==> config.mk <==
export PLATFORM = sky130hd
export DESIGN_NAME = mem_arbiter
export DESIGN_NICKNAME = d
export VERILOG_FILES = /design/src/rtl/mem_arb_pkg.sv /design/src/rtl/mem_arbiter_rr_pick.sv /design/src/rtl/mem_arbiter.sv
export SDC_FILE = /design/constraint.sdc
export NUM_CORES = 1
export LEC_CHECK = 0
export ABC_AREA = 1
export CAP_MARGIN = 20
export CORE_AREA = 4 4 326 328
export CTS_CLUSTER_SIZE = 28
export DETAILED_ROUTE_END_ITERATION = 10
export DIE_AREA = 0 0 330 332
export GPL_TIMING_DRIVEN = 0
export MAX_ROUTING_LAYER = met4
export PLACE_DENSITY = 0.33
export REMOVE_ABC_BUFFERS = 1
export SLEW_MARGIN = 10
export SYNTH_ARGS = -nofsm -noshare
export SYNTH_HDL_FRONTEND = slang
export SYNTH_SLANG_ARGS = --single-unit
==> constraint.sdc <==
create_clock -name clk -period 6.3 [get_ports clk]
set_clock_uncertainty 0.15 [all_clocks]
set_input_delay 0.63 -clock clk [delete_from_list [all_inputs] [get_ports clk]]
set_output_delay 0.63 -clock clk [all_outputs]
set_load 0.005 [all_outputs]
==> src/rtl/mem_arb_pkg.sv <==
// Shared types and constants for the line-memory arbiter and its line-width peers.
// Optional feature macro consumed by mem_arbiter: MEM_ARB_URGENT_PORT0_EN.
package mem_arb_pkg;

    localparam int DEF_ADDR_BITS = 16;
    localparam int DEF_LINE_BITS = 128;

    typedef enum logic [1:0] {
        IDLE = 2'd0,
        BUSY = 2'd1,
        RESP = 2'd2
    } arb_state_e;

    // Width of a port index; never below one bit so degenerate configs still elaborate.
    function automatic int idx_bits(input int n);
        return (n > 1) ? $clog2(n) : 1;
    endfunction

endpackage

==> src/rtl/mem_arbiter_rr_pick.sv <==
// Combinational round-robin picker: first set request at or after (last+1), wrapping
// explicitly at NUM_PORTS so non-power-of-two port counts are handled.
module rr_pick
    import mem_arb_pkg::*;
#(
    parameter int NUM_PORTS = 3,
    localparam int IW = idx_bits(NUM_PORTS)
) (
    input  logic [NUM_PORTS-1:0] req_i,
    input  logic [IW-1:0]        last_i,
    output logic [NUM_PORTS-1:0] win_oh_o,
    output logic [IW-1:0]        win_idx_o,
    output logic                 any_o
);

    always_comb begin
        int cand;
        logic [IW-1:0] cidx;
        cand      = 0;
        cidx      = '0;
        win_oh_o  = '0;
        win_idx_o = '0;
        any_o     = 1'b0;
        for (int off = 1; off <= NUM_PORTS; off++) begin
            cand = int'(last_i) + off;
            if (cand >= NUM_PORTS) begin
                cand = cand - NUM_PORTS;
            end
            cidx = IW'(cand);
            if (!any_o && req_i[cidx]) begin
                any_o           = 1'b1;
                win_oh_o[cidx]  = 1'b1;
                win_idx_o       = cidx;
            end
        end
    end

endmodule

==> src/rtl/mem_arbiter.sv <==
// N-port line-memory arbiter: one transaction at a time, round-robin winner, one-cycle
// completion pulse. Define MEM_ARB_URGENT_PORT0_EN to make port 0 win whenever it requests.
module mem_arbiter
    import mem_arb_pkg::*;
#(
    parameter int NUM_PORTS = 3,
    parameter int ADDR_BITS = DEF_ADDR_BITS,
    parameter int LINE_BITS = DEF_LINE_BITS,
    localparam int IW = idx_bits(NUM_PORTS)
) (
    input  logic                           clk,
    input  logic                           rst,
    input  logic [NUM_PORTS-1:0]           port_req,
    input  logic [NUM_PORTS-1:0]           port_we,
    input  logic [NUM_PORTS*ADDR_BITS-1:0] port_addr,
    input  logic [NUM_PORTS*LINE_BITS-1:0] port_wline,
    output logic [LINE_BITS-1:0]           port_rline,
    output logic [NUM_PORTS-1:0]           port_valid,
    output logic [NUM_PORTS-1:0]           port_grant,
    output logic                           mem_req,
    output logic                           mem_we,
    output logic [ADDR_BITS-1:0]           mem_addr,
    output logic [LINE_BITS-1:0]           mem_wline,
    input  logic [LINE_BITS-1:0]           mem_rline,
    input  logic                           mem_valid,
    output arb_state_e                     dbg_state_o
);

    arb_state_e state_q, state_d;

    logic [NUM_PORTS-1:0] owner_q;
    logic [IW-1:0]        last_q;
    logic                 we_q;
    logic [ADDR_BITS-1:0] addr_q;
    logic [LINE_BITS-1:0] wline_q;
    logic [LINE_BITS-1:0] rline_q;

    logic [NUM_PORTS-1:0] req_rr, pick_oh, win_oh;
    logic [IW-1:0]        pick_idx, win_idx;
    logic                 pick_any, win_any, upd_last;

    logic                 sel_we;
    logic [ADDR_BITS-1:0] sel_addr;
    logic [LINE_BITS-1:0] sel_wline;

`ifdef MEM_ARB_URGENT_PORT0_EN
    // Port 0 bypasses the rotation and leaves last_q untouched so 1..N-1 keep their order.
    always_comb begin
        req_rr    = port_req;
        req_rr[0] = 1'b0;
        win_oh    = pick_oh;
        win_idx   = pick_idx;
        win_any   = pick_any;
        upd_last  = pick_any;
        if (port_req[0]) begin
            win_oh   = NUM_PORTS'(1);
            win_idx  = '0;
            win_any  = 1'b1;
            upd_last = 1'b0;
        end
    end
`else
    always_comb begin
        req_rr   = port_req;
        win_oh   = pick_oh;
        win_idx  = pick_idx;
        win_any  = pick_any;
        upd_last = pick_any;
    end
`endif

    rr_pick #(.NUM_PORTS(NUM_PORTS)) u_rr_pick (
        .req_i     (req_rr),
        .last_i    (last_q),
        .win_oh_o  (pick_oh),
        .win_idx_o (pick_idx),
        .any_o     (pick_any)
    );

    always_comb begin
        sel_we    = 1'b0;
        sel_addr  = '0;
        sel_wline = '0;
        for (int i = 0; i < NUM_PORTS; i++) begin
            if (win_oh[i]) begin
                sel_we    = port_we[i];
                sel_addr  = port_addr[i*ADDR_BITS +: ADDR_BITS];
                sel_wline = port_wline[i*LINE_BITS +: LINE_BITS];
            end
        end
    end

    always_ff @(posedge clk) begin
        if (rst) begin
            state_q <= IDLE;
        end else begin
            state_q <= state_d;
        end
    end

    always_comb begin
        state_d = state_q;
        case (state_q)
            IDLE:    if (win_any)   state_d = BUSY;
            BUSY:    if (mem_valid) state_d = RESP;
            RESP:    state_d = IDLE;
            default: state_d = IDLE;
        endcase
    end

    always_comb begin
        port_grant  = (state_q == BUSY) ? owner_q : '0;
        port_valid  = (state_q == RESP) ? owner_q : '0;
        mem_req     = (state_q == BUSY);
        mem_we      = (state_q == BUSY) && we_q;
        mem_addr    = addr_q;
        mem_wline   = wline_q;
        port_rline  = rline_q;
        dbg_state_o = state_q;
    end

    // Request fields are frozen at grant time; later requester changes never reach memory.
    always_ff @(posedge clk) begin
        if (rst) begin
            owner_q <= '0;
            last_q  <= IW'(NUM_PORTS - 1);
            we_q    <= 1'b0;
            addr_q  <= '0;
            wline_q <= '0;
            rline_q <= '0;
        end else begin
            if (state_q == IDLE && win_any) begin
                owner_q <= win_oh;
                we_q    <= sel_we;
                addr_q  <= sel_addr;
                wline_q <= sel_wline;
                if (upd_last) begin
                    last_q <= win_idx;
                end
            end
            if (state_q == BUSY && mem_valid && !we_q) begin
                rline_q <= mem_rline;
            end
        end
    end

endmodule
# --- After elaboration in Yosys (flattened, before gate mapping) ---
# Index checks and enable logic that the tools add are counted.
totals:
  register_bits: 280
  elab_cells: 81
op_classes:
  eq_ne: 4
  muxes: 38
  n_reduce_logical: 15
  bitwise_logic: 2
  addsub: 6
  n_lt_le_gt_ge: 9
ops:
  columns: ["cell", "n"]
  rows:
  - ["$mux W128", 3]
  - ["$mux W16", 3]
  - ["$mux W2", 8]
  - ["$mux W3", 5]
  - ["$mux W1", 12]
  - ["$ge A3 B2 Y1 const B", 3]
  - ["$logic_and A1 B1 Y1", 9]
  - ["$lt A2 B3 Y1 const B", 3]
  - ["$add A2 B2 Y3 const B", 2]
  - ["$bmux W1 S2", 3]
  - ["$demux W1 S2", 3]
  - ["$ge A2 B1 Y1 const B", 3]
  - ["$or A3 B3 Y3", 2]
  - ["$sub A2 B1 Y2 const B", 3]
  - ["$pmux W2 S2", 1]
  - ["$reduce_and A2 Y1", 2]
  - ["$add A2 B1 Y3 const B", 1]
  - ["$logic_not A1 Y1", 3]
  - ["$eq A2 B1 Y1 const B", 1]
  - ["$eq A2 B2 Y1 const B", 1]
  - ["$logic_not A2 Y1", 1]
  - ["$ne A2 B1 Y1 const B", 1]
  - ["$ne A2 B2 Y1 const B", 1]

# --- Logic depth before layout (Yosys ltp) ---
# Gate-level depths: netlist of the first run.
depth:
  ltp_word: 15
  mapped_depth: 18

# --- Modules after synthesis ---
# A second synthesis of the first run with hierarchy kept.
hier_totals:
  hier_cells: 2091
  hier_area_um2: 13730.7
by_module_without_submodules:
  columns: ["mod", "cells_each", "area_per_inst_um2", "n_inst"]
  rows:
  - ["mem_arbiter", 2033, 13309.0, 1]
  - ["rr_pick", 58, 421.7, 1]

# --- Worst setup path after synthesis of the first run ---
# No wires, ideal clock.
synth_timing:
  path_type: "register to register"
  start: "reg last_q[0]"
  end: "reg addr_q[0] (netlist: mem_addr[0])"
  setup_slack_ps: 3919
  synth_period_minus_slack_ps: 2381
  stages_incl_launch_ff: 15
  setup_time_ps: 132
  arrival_time_ps: 2099
  cell_sequence: "dfxtp_1 > inv_1 > ha_1 > nand2_1 > clkinv_1 > nand2_1 > nand2_2 > nor2_4 > o21ai_1 > nand2_2 > buf_2 > clkbuf_1 > nor2_1 > nand2_1 > a21oi_1"
synth_via:
  elab_chain_len: 15
synth_lines:
  columns: ["element", "line_no", "rtl"]
  rows:
  - ["start: declaration", "mem_arbiter.sv:32", "logic [IW-1:0] last_q;"]
  - ["start signal: assignment", "mem_arbiter.sv:126", "last_q <= IW'(NUM_PORTS - 1);"]
  - ["start signal: assignment", "mem_arbiter.sv:138", "last_q <= win_idx;"]
  - ["$add A2 B1 Y3", "mem_arbiter_rr_pick.sv:25", "cand = int'(last_i) + off;"]
  - ["$ge A3 B2 Y1 / $sub A2 B1 Y2 (equally long branches)", "mem_arbiter_rr_pick.sv:26, mem_arbiter_rr_pick.sv:27", null]
  - ["$mux W2", "mem_arbiter_rr_pick.sv:26", "if (cand >= NUM_PORTS) begin"]
  - ["$lt A2 B3 Y1 (implied by the code), or another cell as far along", "mem_arbiter_rr_pick.sv:32", "win_oh_o[cidx] = 1'b1;"]
  - ["$logic_and A1 B1 Y1 (implied by the code) / $mux W1 (equally long branches)", "mem_arbiter_rr_pick.sv:32, mem_arbiter_rr_pick.sv:30", null]
  - ["$mux W1, on equally long branches", "mem_arbiter_rr_pick.sv:32, mem_arbiter_rr_pick.sv:30", null]
  - ["$demux W1 S2 / $logic_not A1 Y1 (equally long branches)", null, null]
  - ["$mux W3 / $logic_and A1 B1 Y1 (equally long branches)", "mem_arbiter_rr_pick.sv:30", "if (!any_o && req_i[cidx]) begin"]
  - ["$or A3 B3 Y3 (no line) / $mux W1 (equally long branches)", null, null]
  - ["$mux W3 / $logic_not A1 Y1 (equally long branches)", "mem_arbiter_rr_pick.sv:30", null]
  - ["$or A3 B3 Y3 (no line) / $logic_and A1 B1 Y1 (equally long branches)", null, null]
  - ["$mux W3", "mem_arbiter_rr_pick.sv:30", null]
  - ["$mux W16 (3 in series)", "mem_arbiter.sv:85", "if (win_oh[i]) begin"]
  - ["end signal: assignment", "mem_arbiter.sv:135", "addr_q <= sel_addr;"]
  - ["end: declaration", "mem_arbiter.sv:34", "logic [ADDR_BITS-1:0] addr_q;"]
# Several ways; a longest one is shown, not always the timed one. The select of a mux whose other input is x is not followed.
# A chain may end at the register's enable or synchronous reset.

# --- Worst setup path in the final report of the first run ---
layout_timing:
  start: "reg last_q[0]"
  end: "reg wline_q[32] (netlist: mem_wline[32])"
layout_via:
  elab_chain_len: 15
layout_lines:
  columns: ["element", "line_no", "rtl"]
  rows:
  - ["$add A2 B1 Y3", "mem_arbiter_rr_pick.sv:25", null]
  - ["$ge A3 B2 Y1 / $sub A2 B1 Y2 (equally long branches)", "mem_arbiter_rr_pick.sv:26, mem_arbiter_rr_pick.sv:27", null]
  - ["$mux W2", "mem_arbiter_rr_pick.sv:26", null]
  - ["$lt A2 B3 Y1 (implied by the code), or another cell as far along", "mem_arbiter_rr_pick.sv:32", null]
  - ["$logic_and A1 B1 Y1 (implied by the code) / $mux W1 (equally long branches)", "mem_arbiter_rr_pick.sv:32, mem_arbiter_rr_pick.sv:30", null]
  - ["$mux W1, on equally long branches", "mem_arbiter_rr_pick.sv:32, mem_arbiter_rr_pick.sv:30", null]
  - ["$demux W1 S2 / $logic_not A1 Y1 (equally long branches)", null, null]
  - ["$mux W3 / $logic_and A1 B1 Y1 (equally long branches)", "mem_arbiter_rr_pick.sv:30", null]
  - ["$or A3 B3 Y3 (no line) / $mux W1 (equally long branches)", null, null]
  - ["$mux W3 / $logic_not A1 Y1 (equally long branches)", "mem_arbiter_rr_pick.sv:30", null]
  - ["$or A3 B3 Y3 (no line) / $logic_and A1 B1 Y1 (equally long branches)", null, null]
  - ["$mux W3", "mem_arbiter_rr_pick.sv:30", null]
  - ["$mux W128 (3 in series)", "mem_arbiter.sv:85", null]
  - ["end signal: assignment", "mem_arbiter.sv:136", "wline_q <= sel_wline;"]
  - ["end: declaration", "mem_arbiter.sv:35", "logic [LINE_BITS-1:0] wline_q;"]
# Several ways; a longest one is shown, not always the timed one. The select of a mux whose other input is x is not followed.

==> results of run 1 <==
power groups by stage:
stage | combinational (uW) | sequential, uW | clock [uW]
2_1_floorplan | 4290 | 2470 | 0
3_3_place_gp | 7710 | 2850 | 0
3_5_place_dp | 7580 | 2450 | 0
4_1_cts | 7600 | 2430 | 2500
5_1_grt | 8300 | 2470 | 2560
6_report | 7420 | 2420 | 2370
registers in the layout (all words and copies together), names as in the netlist:
signal,count
owner_q,3
mem_wline,128
we_q,1
mem_addr,16
dbg_state_o,2
port_rline,128
last_q,2
cell usage in the layout (no fill, tap or decap), types with 10 or more instances in the layout:
cell type,count
o21ai_0,130
a21oi_2,10
nand2_1,456
nor2_1,556
nand3_1,155
a21oi_1,284
clkdlybuf4s50_1,849
diode_2,12
clkbuf_16,43
inv_1,15
clkbuf_1,13
buf_16,11
dfxtp_1,280
cells in the mapped netlist (4+ instances only):
master	number
dfxtp_1	280
a21oi_2	10
inv_1	18
buf_2	69
buf_6	7
nand3_1	155
buf_4	24
nor2_1	556
ha_1	6
nand2_1	458
nand2_2	5
clkbuf_1	68
o21ai_0	130
a21oi_1	284
o21ai_1	4
layout make-up:
class                   count  area, um^2
repair buffers            873        8940
clock inverters             8         123
flip-flops and latches    280        5610
fillers                 11500       78500
clock buffers              63        1220
multi-input cells        1617        6980
well taps                1380        1730
inverters                  22         108
diodes                     12        30.0
worst paths after layout:
kind,start,endpoint,slack (ns),cells after the start
max,last_q[0],mem_wline[32],2.40,14
min,mem_wline[17],mem_wline[17],0.31,2
max reg2reg,last_q[0],mem_wline[32],2.40,14
min reg2reg,mem_wline[17],mem_wline[17],0.31,2
metal layers:
metal / track usage / routed length (um) / vias to the layer above / share of wire
met5: - / 0 / - / 0
met4: 0.0379 / 1870 / 0 / 0.022
met3: 0.0399 / 6280 / 88 / 0.074
met2: 0.271 / 44200 / 524 / 0.52
met1: 0.165 / 32800 / 7812 / 0.39
li1: - / - / 8253 / -
cell families after synthesis:
logic type / share of synthesized area
buffers and inverters: 0.0722
DFF: 0.415
AOI/OAI and AO/OA: 0.162
adders and majority gates: 0.00556
and+or+nand+nor: 0.345
per-stage QoR:
step	cells	setup WS (ns)	TNS, ns	utilization
finish	4255	2.40	0	0.240
detailed placement	4172	2.38	0	0.226
global route	4252	2.13	0	0.240
floorplan	1919	-3.89	-682.77	-
global placement	4149	-18.01	-3806.17	0.221
CTS	4243	2.40	0	0.239
tightest hold or removal path, cell delays in order, from the launching register on:
cell     delay, ns
dfxtp_1       0.31
nand2_1       0.06
a21oi_1       0.05
==> reports/results.ini, run 1 <==
[synthesis]
yosysWarnings=0
synth.area.top_cells=dfxtp_1 (41%), nor2_1 (15%), nand2_1 (13%), a21oi_1 (11%), nand3_1 (5.7%)
synth_area_per_cell_um2=6.46
ys_types=26
synth-main-ff-cell=dfxtp_1
synth_area_leader_cell=dfxtp_1
synth_edf_count=0
syn_area_um2=13500
syn_inst=2090
synthArstFlopShare=0
synth_top_area_frac=0.415
ys_seq_elements=280
synth.yosys.seq_area_share=0.415

[pwr]
p_int_uw=6380
p_per_area_nw_per_um2=494
irDropWorstVdd_mv=0.860
total_power_uw=12200
swShare=0.478
p_seq_frac=0.198
p_leak_uw=0.00962
clock_power_share=0.194
power_frac_comb=0.608
power.switching_uw=5830

[grt]
overflow=0
grt_max_degree=115
antenna_found_initial=10
grt_use_total=0.151
grt_pass1_wl_mm=120
grt_pass1_vias=16800

[worst_setup_path]
max_stage_delay_ns=0.53
crit_path_max_fanout=114
worstSetupPathType=reg2reg
cp_top_family=simple AND/OR/NAND/NOR gates
endpoint_kind=flip-flop
crit_slowest_cell=nand2_8
arrival_ns=4.15
critPathBufInv=4
path_common_cell=nand2_1
crit_path_start_kind=flip-flop
critical_path_required_ns=6.55
cp_cell_sequence=inv_1, ha_1, nand2_1, clkinv_1, nand2_1, nand2_2, nor2_4, o21ai_1, nand2_8, buf_16, buf_16, nor2_1, nand2_1, a21oi_1

[timing]
fin_crit_ns=3.90
relSlewSlack=0.500
period_share=0.618
slew_violations=0
hold_viol=0
rsz0062_at_grt=no
worst_pin_slew_ns=0.750
finalSetupViolations=0
fmax_mhz=257
holdWs_ns=0.312

[routing]
routed_wl_mm=85.2
vias_per_cell=3.92
drc=0
wl_per_cell_um=20.0
num_vias=16700
ant_nets=0
drt_first_pass_iters=5
drtIter0Drc=770

[floorplanning]
std_cell_rows=118
core_um2=103000
die_w_um=330
start_util=0.131
ios=851
die-area_um2=110000
die_y_um=332

[clock_network]
clock_path_buffers=3
holdBufCountCts=0
cts-htree-levels=2
clk_latency_ns=0.56
postCtsSetupBuffers=0
clockRootBuffer=clkbuf_16
cts_resized=0
cts.clk_slew.worst_paths_ns=0.06
cts_buffers=41
cts_tree=yes
cts_num_sinks=280

[final_layout]
finalInstanceArea_um2=24700
nets=3410
drive_above_1_share=0.0381
area_delta_synth_final_pct=83.1

[status]
outcome=finished, final reports clean

[placement]
routabilityCongestion=0.860
dpl_cell_area_um2=23400
hpwl_mm=65.1
io_buffers=850

[job]
drv_cap=0

[min_path]
hold_class=reg2reg

Power figures use the tool's default switching activity.
==> run 2, diff against run 1 <==
==> constraint.sdc (replaced) <==
create_clock -name clk -period 3.8 [get_ports clk]
set_clock_uncertainty 0.15 [all_clocks]
set_input_delay 0.38 -clock clk [delete_from_list [all_inputs] [get_ports clk]]
set_output_delay 0.38 -clock clk [all_outputs]
set_load 0.005 [all_outputs]
==> run 2 against run 1 <==
Net effect:
- sequential share of layout area shrank 0.15 points
- total power is 72% higher
- largest cell class unchanged
- final cell count up 0.26%
- setup slack worse by 2.2 ns
- highest routed layer unchanged
- sequential power up 66%
- critical endpoint is now mem_wline[114]
- clock-buffer cell count did not move
- critical path type unchanged
- non-clock buffer count is 7 higher
==> reports/results.ini, run 2 (synthesis results as in run 1) <==
[worst_setup_path]
endpoint=mem_wline[114]  ; was mem_wline[32]
reg2reg_depth=16  ; was 14
arrival_ns=3.93  ; was 4.15 ns
r2r-start=last_q[0]  ; unchanged
worstSetupPathType=reg2reg  ; unchanged
crit_path_start=last_q[0]  ; unchanged
regToRegSetupSlack_ns=0.20  ; was 2.40 ns
rr_endpoint=mem_wline[114]  ; was mem_wline[32]
crit_path_max_fanout=80  ; was 114
crit_path_start_kind=flip-flop  ; unchanged
critical_path_required_ns=4.13  ; was 6.55 ns
endpoint_kind=flip-flop  ; unchanged

[final_layout]
utilization=0.241  ; was 0.240
final_common_cell=clkdlybuf4s50_1  ; unchanged
regArea_um2=5610  ; unchanged
nets=3421  ; was 3410
drive_above_1_share=0.0428  ; was 0.0381
area_delta_synth_final_pct=84.3  ; was 83.1%
finalInstanceArea_um2=24900  ; was 24700 um^2
nFillCells=11500  ; about the same
layout_common_cells=clkdlybuf4s50_1 (849), nor2_1 (556), nand2_1 (456)  ; unchanged
final_cells=4266  ; was 4255
multiInputGateArea_um2=7050  ; was 6980 um^2

[pwr]
irDropWorstVdd_mv=1.43  ; was 0.860 mV
p_leak_uw=0.00970  ; was 0.00962 uW
p_per_area_nw_per_um2=845  ; was 494 nW/um^2

[placement]
io_buffers=850  ; unchanged
place_inst=4172  ; unchanged
hpwl_mm=65.1  ; unchanged
dpl_cell_area_um2=23400  ; unchanged
routabilityCongestion=0.860  ; unchanged
place_ws_ns=-0.0385  ; was 2.38 ns

[clock_network]
cts_num_sinks=280  ; unchanged
cts_buffers=41  ; unchanged
cts.clk_slew.worst_paths_ns=0.06  ; about the same
cts_tree=yes  ; unchanged
clk_latency_ns=0.56  ; about the same
clockRootBuffer=clkbuf_16  ; unchanged
cts-htree-levels=2  ; unchanged
clock_path_buffers=3  ; unchanged

[routing]
routed_wl_mm=89.3  ; was 85.2 mm
num_vias=16800  ; was 16700
drt_first_pass_iters=5  ; unchanged
wl_per_cell_um=20.9  ; was 20.0 um
ant_nets=0  ; unchanged
drtIter0Drc=781  ; was 770
vias_per_cell=3.95  ; was 3.92
drc=0  ; unchanged

[floorplanning]
start_util=0.131  ; unchanged
die_y_um=332  ; unchanged
ios=851  ; unchanged
die-area_um2=110000  ; unchanged
core_um2=103000  ; unchanged
die_w_um=330  ; unchanged
std_cell_rows=118  ; unchanged

[timing]
relSlewSlack=0.371  ; was 0.500
finalSetupViolations=0  ; unchanged
worst_pin_slew_ns=0.940  ; was 0.750 ns
fin_crit_ns=3.60  ; was 3.90 ns
period_share=0.946  ; was 0.618
hold_viol=0  ; unchanged
fin_ws_ns=0.204  ; was 2.40 ns
fmax_mhz=278  ; was 257 MHz
slew_violations=0  ; unchanged

[job]
drv_cap=0  ; unchanged

[min_path]
hold_class=in2reg  ; was reg2reg

[grt]
grt_use_total=0.153  ; was 0.151
grt_pass1_vias=16900  ; was 16800
antenna_found_initial=11  ; was 10
overflow=0  ; unchanged
grt_pass1_wl_mm=121  ; was 120 mm
grt_max_degree=115  ; unchanged

[status]
outcome=finished, final reports clean  ; unchanged

## run 2: worst min path at each step
stage                              from             end  slack (ns)  cells after the start
after global routing                rst  mem_wline[105]        0.06                      2
after CTS                           rst   mem_wline[20]        0.03                      2
after floorplan                     rst  dbg_state_o[0]        0.30                      1
after global placement    mem_wline[54]   mem_wline[54]        0.30                      2
after detailed placement  mem_wline[17]   mem_wline[17]        0.30                      2
final                               rst   mem_wline[20]        0.08                      2
## run 2: timing repair
| item | 4_1_cts | 5_1_grt |
|---|---|---|
| buffers inserted | 0 | 6 |
| hold buffers | 0 | 0 |
| pin swaps | 1 | 2 |
| gates resized for setup | 2 | 6 |
| gates cloned | 1 | 4 |
| setup endpoints to repair | 29 | 99 |
## run 2: where the power goes
part / switching, uW / internal [uW] / leakage [uW]
clock: 1530 / 2400 / 0.000658
sequential: 348 / 3670 / 0.00229
combinational: 8380 / 4700 / 0.00675
## run 2: metrics by stage
step           total power (uW)  hold slack [ns]  TNS (ns)
2_1_floorplan             11200            0.299  -1372.44
3_5_place_dp              16600            0.305   -0.0969
3_3_place_gp              12500            0.302  -4451.55
4_1_cts                   20900           0.0280         0
6_report                  21000           0.0789         0
5_1_grt                   22900           0.0618    -0.154
## run 2: area by class of cell
| type | count | area share |
|---|---|---|
| antenna | 12 | 0.00121 |
| clock buffer | 63 | 0.0490 |
| clock inverter | 8 | 0.00492 |
| inverter | 22 | 0.00487 |
| multi-input combinational | 1621 | 0.283 |
| sequential | 280 | 0.225 |
| tap | 1380 | 0.0693 |
| timing repair buffer | 880 | 0.362 |
## run 2: worst max-delay path, stage by stage, from the launching register on
cell      delay, ns
dfxtp_1        0.42
inv_1          0.16
ha_1           0.43
nand2_1        0.13
clkinv_1       0.10
nand2_1        0.09
nand2_2        0.12
nand2_1        0.08
nand2_1        0.11
clkinv_1       0.37
nand2_8        0.29
buf_12         0.15
buf_16         0.26
a21oi_1        0.12
nand2_1        0.18
nand2_1        0.08
a21oi_1        0.13
## run 2: routing by layer
layer  part of all wire  routed length (um)  global-route usage
met3              0.069                6200              0.0392
met1               0.39               35100               0.168
met2               0.51               46000               0.274
met5                  0                   0                   -
met4              0.023                2010              0.0391
==> run 3, diff against run 2 <==
==> constraint.sdc (replaced) <==
create_clock -name clk -period 3.67 [get_ports clk]
set_clock_uncertainty 0.15 [all_clocks]
set_input_delay 0.367 -clock clk [delete_from_list [all_inputs] [get_ports clk]]
set_output_delay 0.367 -clock clk [all_outputs]
set_load 0.005 [all_outputs]
==> run 3 against run 2 <==
Net effect:
- final cell count hardly changed
- non-clock buffer count increased by 1
- global-route usage rose by 0.44 points
- design area is 0.15% higher
- clock-buffer cell count did not move
- maximum frequency up 0.35%
- first-iteration DRC count rose by 8.5%
- sequential power up 3%
- highest routed layer unchanged
==> reports/results.ini, run 3 (synthesis results as in run 1) <==
[clock_network]
clock_path_buffers=3  ; unchanged
cts-htree-levels=2  ; unchanged
cts_tree=yes  ; unchanged
cts_num_sinks=280  ; unchanged
clockRootBuffer=clkbuf_16  ; unchanged
clk_latency_ns=0.56  ; about the same
cts.clk_slew.worst_paths_ns=0.06  ; about the same
cts_buffers=41  ; unchanged

[worst_setup_path]
endpoint_kind=flip-flop  ; unchanged
regToRegSetupSlack_ns=0.09  ; was 0.20 ns
crit_path_start_kind=flip-flop  ; unchanged
crit_path_max_fanout=83  ; was 80
critical_path_required_ns=3.99  ; was 4.13 ns
arrival_ns=3.90  ; was 3.93 ns
worstSetupPathType=reg2reg  ; unchanged

[final_layout]
area_delta_synth_final_pct=84.6  ; was 84.3%
finalInstanceArea_um2=24900  ; about the same
layout_common_cells=clkdlybuf4s50_1 (849), nor2_1 (556), nand2_1 (456)  ; unchanged
nFillCells=11500  ; about the same
drive_above_1_share=0.0431  ; was 0.0428
nets=3422  ; was 3421
final_common_cell=clkdlybuf4s50_1  ; unchanged
utilization=0.242  ; was 0.241

[timing]
fmax_mhz=279  ; was 278 MHz
slew_violations=0  ; unchanged
rsz0062_at_grt=yes
hold_viol=0  ; unchanged
fin_crit_ns=3.58  ; was 3.60 ns
period_share=0.976  ; was 0.946
relSlewSlack=0.432  ; was 0.371
worst_pin_slew_ns=0.850  ; was 0.940 ns
finalSetupViolations=0  ; unchanged

[placement]
io_buffers=850  ; unchanged
hpwl_mm=65.1  ; unchanged
dpl_cell_area_um2=23400  ; unchanged
routabilityCongestion=0.860  ; unchanged

[routing]
drc=0  ; unchanged
ant_nets=0  ; unchanged
wl_per_cell_um=21.2  ; was 20.9 um
drt_first_pass_iters=5  ; unchanged
vias_per_cell=3.96  ; was 3.95
num_vias=16900  ; was 16800
drtIter0Drc=847  ; was 781
routed_wl_mm=90.5  ; was 89.3 mm

[floorplanning]
die-area_um2=110000  ; unchanged
die_w_um=330  ; unchanged
core_um2=103000  ; unchanged
start_util=0.131  ; unchanged
ios=851  ; unchanged
die_y_um=332  ; unchanged
std_cell_rows=118  ; unchanged

[min_path]
hold_class=in2reg  ; unchanged

[grt]
overflow=0  ; unchanged
antenna_found_initial=13  ; was 11
grt_pass1_vias=17000  ; was 16900
grt_max_degree=115  ; unchanged
grt_use_total=0.157  ; was 0.153
grt_pass1_wl_mm=124  ; was 121 mm

[pwr]
p_per_area_nw_per_um2=883  ; was 845 nW/um^2
p_leak_uw=0.00972  ; was 0.00970 uW
irDropWorstVdd_mv=1.51  ; was 1.43 mV

[status]
outcome=finished, final reports clean  ; unchanged

[job]
drv_cap=0  ; unchanged

run 3: cell type report:
class / instances / area [um^2] / share of cell area
well taps: 1380 / 1730 / 0.0692
clock buffers: 63 / 1220 / 0.0490
flip-flops and latches: 280 / 5610 / 0.225
diodes: 10 / 25.0 / 0.00100
clock inverters: 8 / 123 / 0.00492
repair buffers: 881 / 9070 / 0.364
inverters: 22 / 125 / 0.00502
multi-input cells: 1621 / 7040 / 0.282
run 3: worst paths after layout:
check | startpoint | depth (start not counted) | end
worst max-delay path | last_q[0] | 13 | mem_wline[32]
worst min-delay path | rst | 2 | mem_wline[74]
worst max register to register | last_q[0] | 13 | mem_wline[32]
worst min register to register | mem_wline[115] | 2 | mem_wline[115]
run 3: repair_timing:
action,4_1_cts,5_1_grt
setup buffers,3,2
resized for setup,4,4
hold buffers,0,0
endpoints found under the setup margin,67,86
gates cloned,4,3
pin swaps,2,1
run 3: critical path, cell delays in order (launching register included):
cell     delay [ns]
dfxtp_1        0.43
inv_1          0.16
ha_1           0.41
inv_2          0.13
nand2_1        0.10
nand2_1        0.09
nor2_2         0.05
o21ai_2        0.49
nand2_8        0.34
buf_16         0.34
buf_16         0.25
nor2_1         0.15
nand2_1        0.10
a21oi_1        0.13
run 3: layer usage:
| metal | wire [um] | track usage | vias up |
|---|---|---|---|
| met5 | 0 | - | - |
| met3 | 6310 | 0.0384 | 106 |
| met4 | 2030 | 0.0428 | 0 |
| li1 | - | - | 8280 |
| met1 | 35600 | 0.174 | 7956 |
| met2 | 46600 | 0.280 | 568 |
run 3: metrics by stage:
stage                     power [uW]  cells  setup WS [ns]  hold slack (ns)   TNS, ns
after detailed placement       17200   4172         -0.168            0.305     -4.75
after global placement         12700   4149         -20.38            0.302  -4486.24
after floorplan                11400   1919          -6.52            0.286  -1408.71
final                          22000   4265         0.0865           0.0592         0
after global routing           23900   4263        -0.0771           0.0343    -0.809
after CTS                      22100   4250         0.0185           0.0150         0
run 3: report_power, final:
part,internal [uW],leakage [uW],total [uW],switching [uW]
Sequential,3800,0.00229,4160,361
Combinational,4940,0.00677,13800,8860
Clock,2490,0.000658,4070,1590
